**src/rtl/usb3_pkg.sv**
```systemverilog
// Shared definitions for the FX3 slave-FIFO read path: state codes (READ is also
// decoded by the DA RAM cache), socket default and counter width.
package usb3_pkg;

  localparam int CNT_W = 12;

  localparam logic [1:0] RD_SOCKET_DEF = 2'd3;

  localparam logic [3:0] ST_IDLE      = 4'd0;
  localparam logic [3:0] ST_WAIT_FLAG = 4'd1;
  localparam logic [3:0] ST_ADDR      = 4'd2;
  localparam logic [3:0] ST_OE        = 4'd3;
  localparam logic [3:0] ST_RD_LAT    = 4'd4;
  localparam logic [3:0] ST_RD_PRE    = 4'd5;
  localparam logic [3:0] ST_READ      = 4'd6;
  localparam logic [3:0] ST_END       = 4'd7;
  localparam logic [3:0] ST_GAP       = 4'd8;

  typedef enum logic [3:0] {
    RS_IDLE      = ST_IDLE,
    RS_WAIT_FLAG = ST_WAIT_FLAG,
    RS_ADDR      = ST_ADDR,
    RS_OE        = ST_OE,
    RS_RD_LAT    = ST_RD_LAT,
    RS_RD_PRE    = ST_RD_PRE,
    RS_READ      = ST_READ,
    RS_END       = ST_END,
    RS_GAP       = ST_GAP
  } rd_state_e;

  // Load value for a down-counter that must stay in a state for n cycles.
  function automatic logic [CNT_W-1:0] cnt_m1(input int n);
    return CNT_W'(n - 1);
  endfunction

endpackage

```
**src/rtl/usb3_burst_cnt.sv**
```systemverilog
// Load/decrement counter shared by the latency, word, gap, strobe and timeout counts.
module usb3_burst_cnt
  import usb3_pkg::*;
(
  input  logic             wrclock,
  input  logic             rst_n,
  input  logic             load,
  input  logic             dec,
  input  logic [CNT_W-1:0] load_val,
  output logic             zero
);

  logic [CNT_W-1:0] cnt_q;
  logic [CNT_W-1:0] cnt_d;

  // Load wins over decrement; the count saturates at zero.
  always_comb begin
    cnt_d = cnt_q;
    if (load) begin
      cnt_d = load_val;
    end else if (dec && (cnt_q != {CNT_W{1'b0}})) begin
      cnt_d = cnt_q - {{(CNT_W-1){1'b0}}, 1'b1};
    end else begin
      cnt_d = cnt_q;
    end
  end

  // Count register.
  always_ff @(posedge wrclock or negedge rst_n) begin
    if (!rst_n) begin
      cnt_q <= {CNT_W{1'b0}};
    end else begin
      cnt_q <= cnt_d;
    end
  end

  assign zero = (cnt_q == {CNT_W{1'b0}});

endmodule

```
**src/rtl/usb3_slave_fifo_rd.sv**
```systemverilog
// FX3 slave-FIFO burst read controller feeding the DA RAM cache.
// Optional WAIT_FLAG timeout is built only when USB_RD_TIMEOUT_EN is defined.
module usb3_slave_fifo_rd
  import usb3_pkg::*;
#(
  parameter int         BURST_LEN  = 256,
  parameter int         RD_LATENCY = 3,
  parameter int         GAP_CYC    = 4,
  parameter logic [1:0] RD_SOCKET  = RD_SOCKET_DEF
`ifdef USB_RD_TIMEOUT_EN
  , parameter int       TIMEOUT_CYC = 4096
`endif
) (
  input  logic        wrclock,
  input  logic        rst_n,
  input  logic        enable,
  input  logic        usb3_flaga,
  input  logic [31:0] usb3_dq,
  output logic        usb3_slcs_n,
  output logic        usb3_sloe_n,
  output logic        usb3_slrd_n,
  output logic [1:0]  usb3_fifoaddr,
  output logic [31:0] data,
  output logic        data_valid,
  output logic [3:0]  usb_rd_state,
  output logic        burst_done,
  output logic        rd_timeout
);

  rd_state_e        state_q, state_d;
  logic             ph_load, ph_zero;
  logic [CNT_W-1:0] ph_val;
  logic             st_load, st_zero;
  logic             strb_on_q, strb_on_d;
  logic             tmo_hit, tmo_fire;
  logic             in_cs_s, in_oe_s;

  logic        slcs_n_q, slcs_n_d, sloe_n_q, sloe_n_d, slrd_n_q, slrd_n_d;
  logic [1:0]  fifoaddr_q, fifoaddr_d;
  logic [31:0] data_q, data_d;
  logic        data_valid_q, data_valid_d, burst_done_q, burst_done_d;
  logic        rd_timeout_q, rd_timeout_d;

  // Phase counter: RD_LAT length, word count in READ, idle cycles in GAP.
  usb3_burst_cnt u_phase (
    .wrclock (wrclock),
    .rst_n   (rst_n),
    .load    (ph_load),
    .dec     (1'b1),
    .load_val(ph_val),
    .zero    (ph_zero)
  );

  // Strobe counter runs independently so SLRD spans exactly one burst even
  // when the read latency overlaps the word phase.
  assign st_load = (state_q == RS_OE) && (state_d == RS_RD_LAT);

  usb3_burst_cnt u_strobe (
    .wrclock (wrclock),
    .rst_n   (rst_n),
    .load    (st_load),
    .dec     (strb_on_q),
    .load_val(cnt_m1(BURST_LEN)),
    .zero    (st_zero)
  );

`ifdef USB_RD_TIMEOUT_EN
  logic tmo_zero;

  usb3_burst_cnt u_timeout (
    .wrclock (wrclock),
    .rst_n   (rst_n),
    .load    ((state_d == RS_WAIT_FLAG) && (state_q != RS_WAIT_FLAG)),
    .dec     (state_q == RS_WAIT_FLAG),
    .load_val(cnt_m1(TIMEOUT_CYC)),
    .zero    (tmo_zero)
  );

  assign tmo_hit = tmo_zero;
`else
  assign tmo_hit = 1'b0;
`endif

  // Next state; enable=0 in WAIT_FLAG takes priority over a ready flag.
  always_comb begin
    state_d  = state_q;
    tmo_fire = 1'b0;
    case (state_q)
      RS_IDLE: begin
        if (enable) state_d = RS_WAIT_FLAG;
        else        state_d = RS_IDLE;
      end
      RS_WAIT_FLAG: begin
        if (!enable) begin
          state_d = RS_IDLE;
        end else if (usb3_flaga) begin
          state_d = RS_ADDR;
        end else if (tmo_hit) begin
          state_d  = RS_IDLE;
          tmo_fire = 1'b1;
        end else begin
          state_d = RS_WAIT_FLAG;
        end
      end
      RS_ADDR:   state_d = RS_OE;
      RS_OE:     state_d = RS_RD_LAT;
      RS_RD_LAT: begin
        if (ph_zero) state_d = RS_RD_PRE;
        else         state_d = RS_RD_LAT;
      end
      RS_RD_PRE: state_d = RS_READ;
      RS_READ: begin
        if (ph_zero) state_d = RS_END;
        else         state_d = RS_READ;
      end
      RS_END:    state_d = RS_GAP;
      RS_GAP: begin
        if (ph_zero) state_d = RS_WAIT_FLAG;
        else         state_d = RS_GAP;
      end
      default:   state_d = RS_IDLE;
    endcase
  end

  // Phase counter is reloaded on entry to each timed state.
  always_comb begin
    ph_load = 1'b0;
    ph_val  = {CNT_W{1'b0}};
    if (state_d != state_q) begin
      case (state_d)
        RS_RD_LAT: begin ph_load = 1'b1; ph_val = cnt_m1(RD_LATENCY - 1); end
        RS_READ:   begin ph_load = 1'b1; ph_val = cnt_m1(BURST_LEN);      end
        RS_GAP:    begin ph_load = 1'b1; ph_val = cnt_m1(GAP_CYC);        end
        default:   begin ph_load = 1'b0; ph_val = {CNT_W{1'b0}};          end
      endcase
    end else begin
      ph_load = 1'b0;
      ph_val  = {CNT_W{1'b0}};
    end
  end

  // Strobe window opens on entry to RD_LAT and closes after BURST_LEN cycles.
  always_comb begin
    strb_on_d = strb_on_q;
    if (st_load) begin
      strb_on_d = 1'b1;
    end else if (strb_on_q && st_zero) begin
      strb_on_d = 1'b0;
    end else begin
      strb_on_d = strb_on_q;
    end
  end

  // Outputs decoded from the next state so they are valid in the state's own cycle.
  always_comb begin
    in_cs_s      = (state_d >= RS_ADDR) && (state_d <= RS_READ);
    in_oe_s      = (state_d >= RS_OE) && (state_d <= RS_READ);
    slcs_n_d     = !in_cs_s;
    sloe_n_d     = !in_oe_s;
    slrd_n_d     = !strb_on_d;
    fifoaddr_d   = in_cs_s ? RD_SOCKET : 2'd0;
    data_d       = usb3_dq;
    data_valid_d = (state_d == RS_READ);
    burst_done_d = (state_d == RS_END);
    rd_timeout_d = tmo_fire;
  end

  // FSM and registered outputs.
  always_ff @(posedge wrclock or negedge rst_n) begin
    if (!rst_n) begin
      state_q      <= RS_IDLE;
      strb_on_q    <= 1'b0;
      slcs_n_q     <= 1'b1;
      sloe_n_q     <= 1'b1;
      slrd_n_q     <= 1'b1;
      fifoaddr_q   <= 2'd0;
      data_q       <= 32'd0;
      data_valid_q <= 1'b0;
      burst_done_q <= 1'b0;
      rd_timeout_q <= 1'b0;
    end else begin
      state_q      <= state_d;
      strb_on_q    <= strb_on_d;
      slcs_n_q     <= slcs_n_d;
      sloe_n_q     <= sloe_n_d;
      slrd_n_q     <= slrd_n_d;
      fifoaddr_q   <= fifoaddr_d;
      data_q       <= data_d;
      data_valid_q <= data_valid_d;
      burst_done_q <= burst_done_d;
      rd_timeout_q <= rd_timeout_d;
    end
  end

  assign usb3_slcs_n   = slcs_n_q;
  assign usb3_sloe_n   = sloe_n_q;
  assign usb3_slrd_n   = slrd_n_q;
  assign usb3_fifoaddr = fifoaddr_q;
  assign data          = data_q;
  assign data_valid    = data_valid_q;
  assign usb_rd_state  = state_q;
  assign burst_done    = burst_done_q;
  assign rd_timeout    = rd_timeout_q;

endmodule
```
**config.mk**
```make
export PLATFORM = sky130hd
export DESIGN_NAME = usb3_slave_fifo_rd
export DESIGN_NICKNAME = d
export VERILOG_FILES = /design/src/rtl/usb3_pkg.sv /design/src/rtl/usb3_burst_cnt.sv /design/src/rtl/usb3_slave_fifo_rd.sv
export SDC_FILE = /design/constraint.sdc
export NUM_CORES = 1
export LEC_CHECK = 0
export CAP_MARGIN = 15
export CORE_UTILIZATION = 42
export CTS_CLUSTER_DIAMETER = 30
export DETAILED_ROUTE_END_ITERATION = 6
export HOLD_SLACK_MARGIN = 0.03
export PLACE_DENSITY = 0.79
export SLEW_MARGIN = 40
export SYNTH_ARGS = -nofsm -noshare
export SYNTH_HDL_FRONTEND = slang
export SYNTH_SLANG_ARGS = --single-unit
```
**constraint.sdc**
```tcl
create_clock -name wrclock -period 1.8 [get_ports wrclock]
set_input_delay 0.36 -clock wrclock [delete_from_list [all_inputs] [get_ports wrclock]]
set_output_delay 0.36 -clock wrclock [all_outputs]
set_load 0.05 [all_outputs]
```
==> metrics.md, run 1 <==
| Metric | Value |
|---|---|
| Die ar. | 6750 um2 |
| CP startpoint kind | flop |
| R2R depth | 4 |
| Initial antenna violation count | 0 |
| Worst R2R End | u_phase.cnt_q[9]$_DFFE_PN0P_ |
| WL/cell | 14.5 um |
| Crit path from | u_phase.cnt_q[2]$_DFFE_PN0P_ |
| CP max-delay cell | or4_4 |
| Synth Cell Area | 2700 um2 |
| Antenna Violating Nets Remaining | 0 |
| Layout cell share with drive strength beyond 1 | 30.2% |
| Final Total Pwr | 5.96 mW |
| HP Start | usb3_dq[16] |
| Critical path arrival | 2100 ps |
| Routability congestion estimate | 0.840 |
| Largest net degree at the start of global routing | 32 |
| Fmax | 547 MHz |
| # Max-Cap Violations | 0 |
| Post-Synthesis Cells | 227 |
| TritonCTS clock tree | built |
| Worst hold slack | 442 ps |
| Mapped Nets | 266 |
| FF-to-FF setup slack | -30 ps |
| Area leader, netlist | dfrtp_1 |
| CTS root buf | clkbuf_8 |
| Most used DFF post-synth | dfrtp_1 |
| Slew Limit Fails | 0 |
| Logic pwr share | 43.6% |
| Vias in the first global route | 2108 |
| DPL Wire Length | 4270 um |
| Vias per cell | 5.20 |
| Most frequent cells in the layout | dfrtp_1 (62), buf_4 (60), clkdlybuf4s50_1 (34) |
| Static Leak | 1.78 nW |
| Antenna Cells | 0 |
| CTS Buf Count | 9 |
| Leading cell type in the layout, fill and taps excluded | dfrtp_1 |
| Multi-input logic area | 998 um2 |
| RSZ-0062 raised after global routing | true |
| Top delay family on crit path | simple AND/OR/NAND/NOR gates |
| Fin worst setup slack | -27.6 ps |
| Sequential area share after synthesis | 62.3% |
| Syn Area/Cell | 11.9 um2 |
| Number of distinct library cells after synthesis | 47 |
| Synth top area share | 59.3% |
| Fin nets | 375 |
| Row count | 28 |
| Area of the core | 6060 um2 |
| Total GRT Usage | 19.6% |
| TritonCTS Sinks | 67 |
| Design Area, Final | 3900 um2 |
| Buf/Inv on CP | 0 |
| First-pass GRT wire length | 9670 um |
| Register Area | 1680 um2 |
| Sw power | 2.42 mW |
| Placed Instance Area | 3670 um2 |
| Tmin final | 1830 ps |
| Critical path's most frequent cell | or4_4 |
| Setup CP Type | reg2reg |
| Initial DRC Count | 165 |
| DR vias | 2165 |
| VDD IR max | 895 uV |
| # fillers | 482 |
| Slowest stage delay, CP | 550 ps |
| Area delta synth->final | 44.6% |
| Drt first pass iters | 4 |
| EDFF count, synth | 0 |
| RR Startpoint | u_phase.cnt_q[2]$_DFFE_PN0P_ |
| Remaining Overflow, GRT | 0 |
| Critical path endpoint | u_phase.cnt_q[9]$_DFFE_PN0P_ |
| Yosys warning count | 0 |
| Largest cells by area after synthesis | dfrtp_1 (59%), dfstp_2 (2.9%), nor2_1 (2.6%) |
| Sequential power share | 38.1% |
| Port Buffers | 78 |
| Status | finished, violations left |
| Failing checks | setup timing |
| Slew margin rel. | 66.4% |
| Worst Path Required | 2080 ps |
| DIE WIDTH | 82.2 um |
| CTS H-tree lvls | 3 |
| Flops & latches, synth | 67 |
| Clock Power Share | 18.3% |
| Utilization after layout | 64.4% |
| Clock network latency to the later pin of the worst-skew pair | 350 ps |
| Final number of hold-violating endpoints | 0 |
| Clock-pin slew on the worst setup and hold paths | 80 ps |
| Pin slew with the least headroom to its limit | 497 ps |
| Bufs on Longest Clock Path | 2 |
| Critical path cell sequence | or4_4, or4_4, nor4_4, mux2i_1 |
| Number of cells on the critical path | 4 |
| Int Power | 3.54 mW |
| Final Skew | 6.02 ps |
| Dpl ws | -18.0 ps |
| Die H | 82.2 um |
| Setup violators final | 1 |
| Ys async rst share | 100% |
| Starting Density | 44.5% |
| Tcrit/Tclk final | 102% |
| I/O Pins | 80 |
| Crit path max fanout | 3 |
| Switching Fraction | 40.6% |
| Hold Path Stages | 1 |
| Tightest Hold Check Type | in2reg |
| Cell Pwr Density | 1530 nW/um2 |
| Routed Wire Length | 6020 um |
| DRC Markers | 0 |
| Crit path capture type | flop |
## final cells by class
cell class / count / area share (%)
multi-input combinational: 145 / 25.6
inverter: 6 / 0.577
clock buffer: 10 / 3.27
timing repair buffer: 107 / 24.0
tap: 75 / 2.40
sequential: 67 / 43.1
clock inverter: 6 / 1.09
## Yosys cell counts, types with 4 or more instances
master	n
or4_1	4
o21ai_0	6
nand2_1	15
or3_1	5
nor4_1	4
o31ai_1	5
or4_4	4
nand3_1	8
xor2_1	5
clkbuf_1	5
mux2i_1	5
nor3_1	7
xnor2_1	4
dfrtp_1	64
inv_1	6
a21oi_1	12
nand2b_1	4
nor2_1	19
## worst min-delay path by stage
stage | to
finish | data[16]$_DFF_PN0_
global placement | strb_on_q$_DFF_PN0_
floorplan | burst_done$_DFF_PN0_
global route | data[16]$_DFF_PN0_
detailed placement | strb_on_q$_DFF_PN0_
CTS | data[1]$_DFF_PN0_
## kinds of logic after synthesis
logic type	Yosys count	share of synthesized area (%)
AOI/OAI and AO/OA	36	8.62
adders and majority gates	3	1.39
muxes	5	1.85
buffers and inverters	15	2.46
xor gates and xnor gates	9	2.92
and+or+nand+nor	91	20.4
other	1	0.139
DFF	67	62.3
## repair_timing
| item | 4_1_cts | 5_1_grt |
|---|---|---|
| hold endpoints to repair | 13 | 0 |
| setup endpoints to repair | 10 | 17 |
| buffers inserted | 1 | 2 |
| hold buffers | 1 | 0 |
| resized for setup | 8 | 10 |
| pin swaps | 0 | 6 |
## power by group through the flow
| stage | logic (mW) | registers (mW) | clock network (mW) |
|---|---|---|---|
| 6_report | 2.60 | 2.27 | 1.09 |
| 5_1_grt | 2.82 | 2.33 | 1.19 |
| 4_1_cts | 2.51 | 2.26 | 1.12 |
| 3_5_place_dp | 2.49 | 2.28 | 0 |
| 3_3_place_gp | 2.43 | 2.25 | 0 |
| 2_1_floorplan | 1.16 | 2.69 | 0 |
## worst reg2reg max path, stage by stage, from the launching register on
cell and delay (ps):
dfrtp_1 380, or4_4 550, or4_4 470, nor4_4 160, mux2i_1 200
## flip-flops by register name (all words and copies together) (netlist names)
register / flops
u_strobe.cnt_q: 12
strb_on_q: 1
usb3_slcs_n: 1
data_valid: 1
usb3_sloe_n: 1
usb_rd_state: 4
data: 32
usb3_slrd_n: 1
burst_done: 1
u_phase.cnt_q: 12
usb3_fifoaddr: 1
## layer usage
metal  track usage (%)  part of all wire (%)
met2              32.7                    51
met4              8.77                   1.7
met3              5.93                   6.7
met1              23.3                    41
met5                 0                     0
## metrics by stage
| step | setup TNS, ps | instances |
|---|---|---|
| global placement | 0 | 396 |
| CTS | -26.5 | 414 |
| detailed placement | -25.8 | 396 |
| finish | -27.6 | 416 |
| global route | -424 | 416 |
| floorplan | -19.9 | 227 |
Note: power is estimated with default switching activity, not from simulation.
==> run 2, diff against run 1 <==
--- a/config.mk
+++ b/config.mk
@@ -7,7 +7,7 @@
 export LEC_CHECK = 0
 export CAP_MARGIN = 15
 export CORE_UTILIZATION = 42
-export CTS_CLUSTER_DIAMETER = 30
+export CTS_CLUSTER_DIAMETER = 150
 export DETAILED_ROUTE_END_ITERATION = 6
 export HOLD_SLACK_MARGIN = 0.03
 export PLACE_DENSITY = 0.79
==> results of run 2 <==
No change in the layout: final DEF, timing and power equal those of run 1.
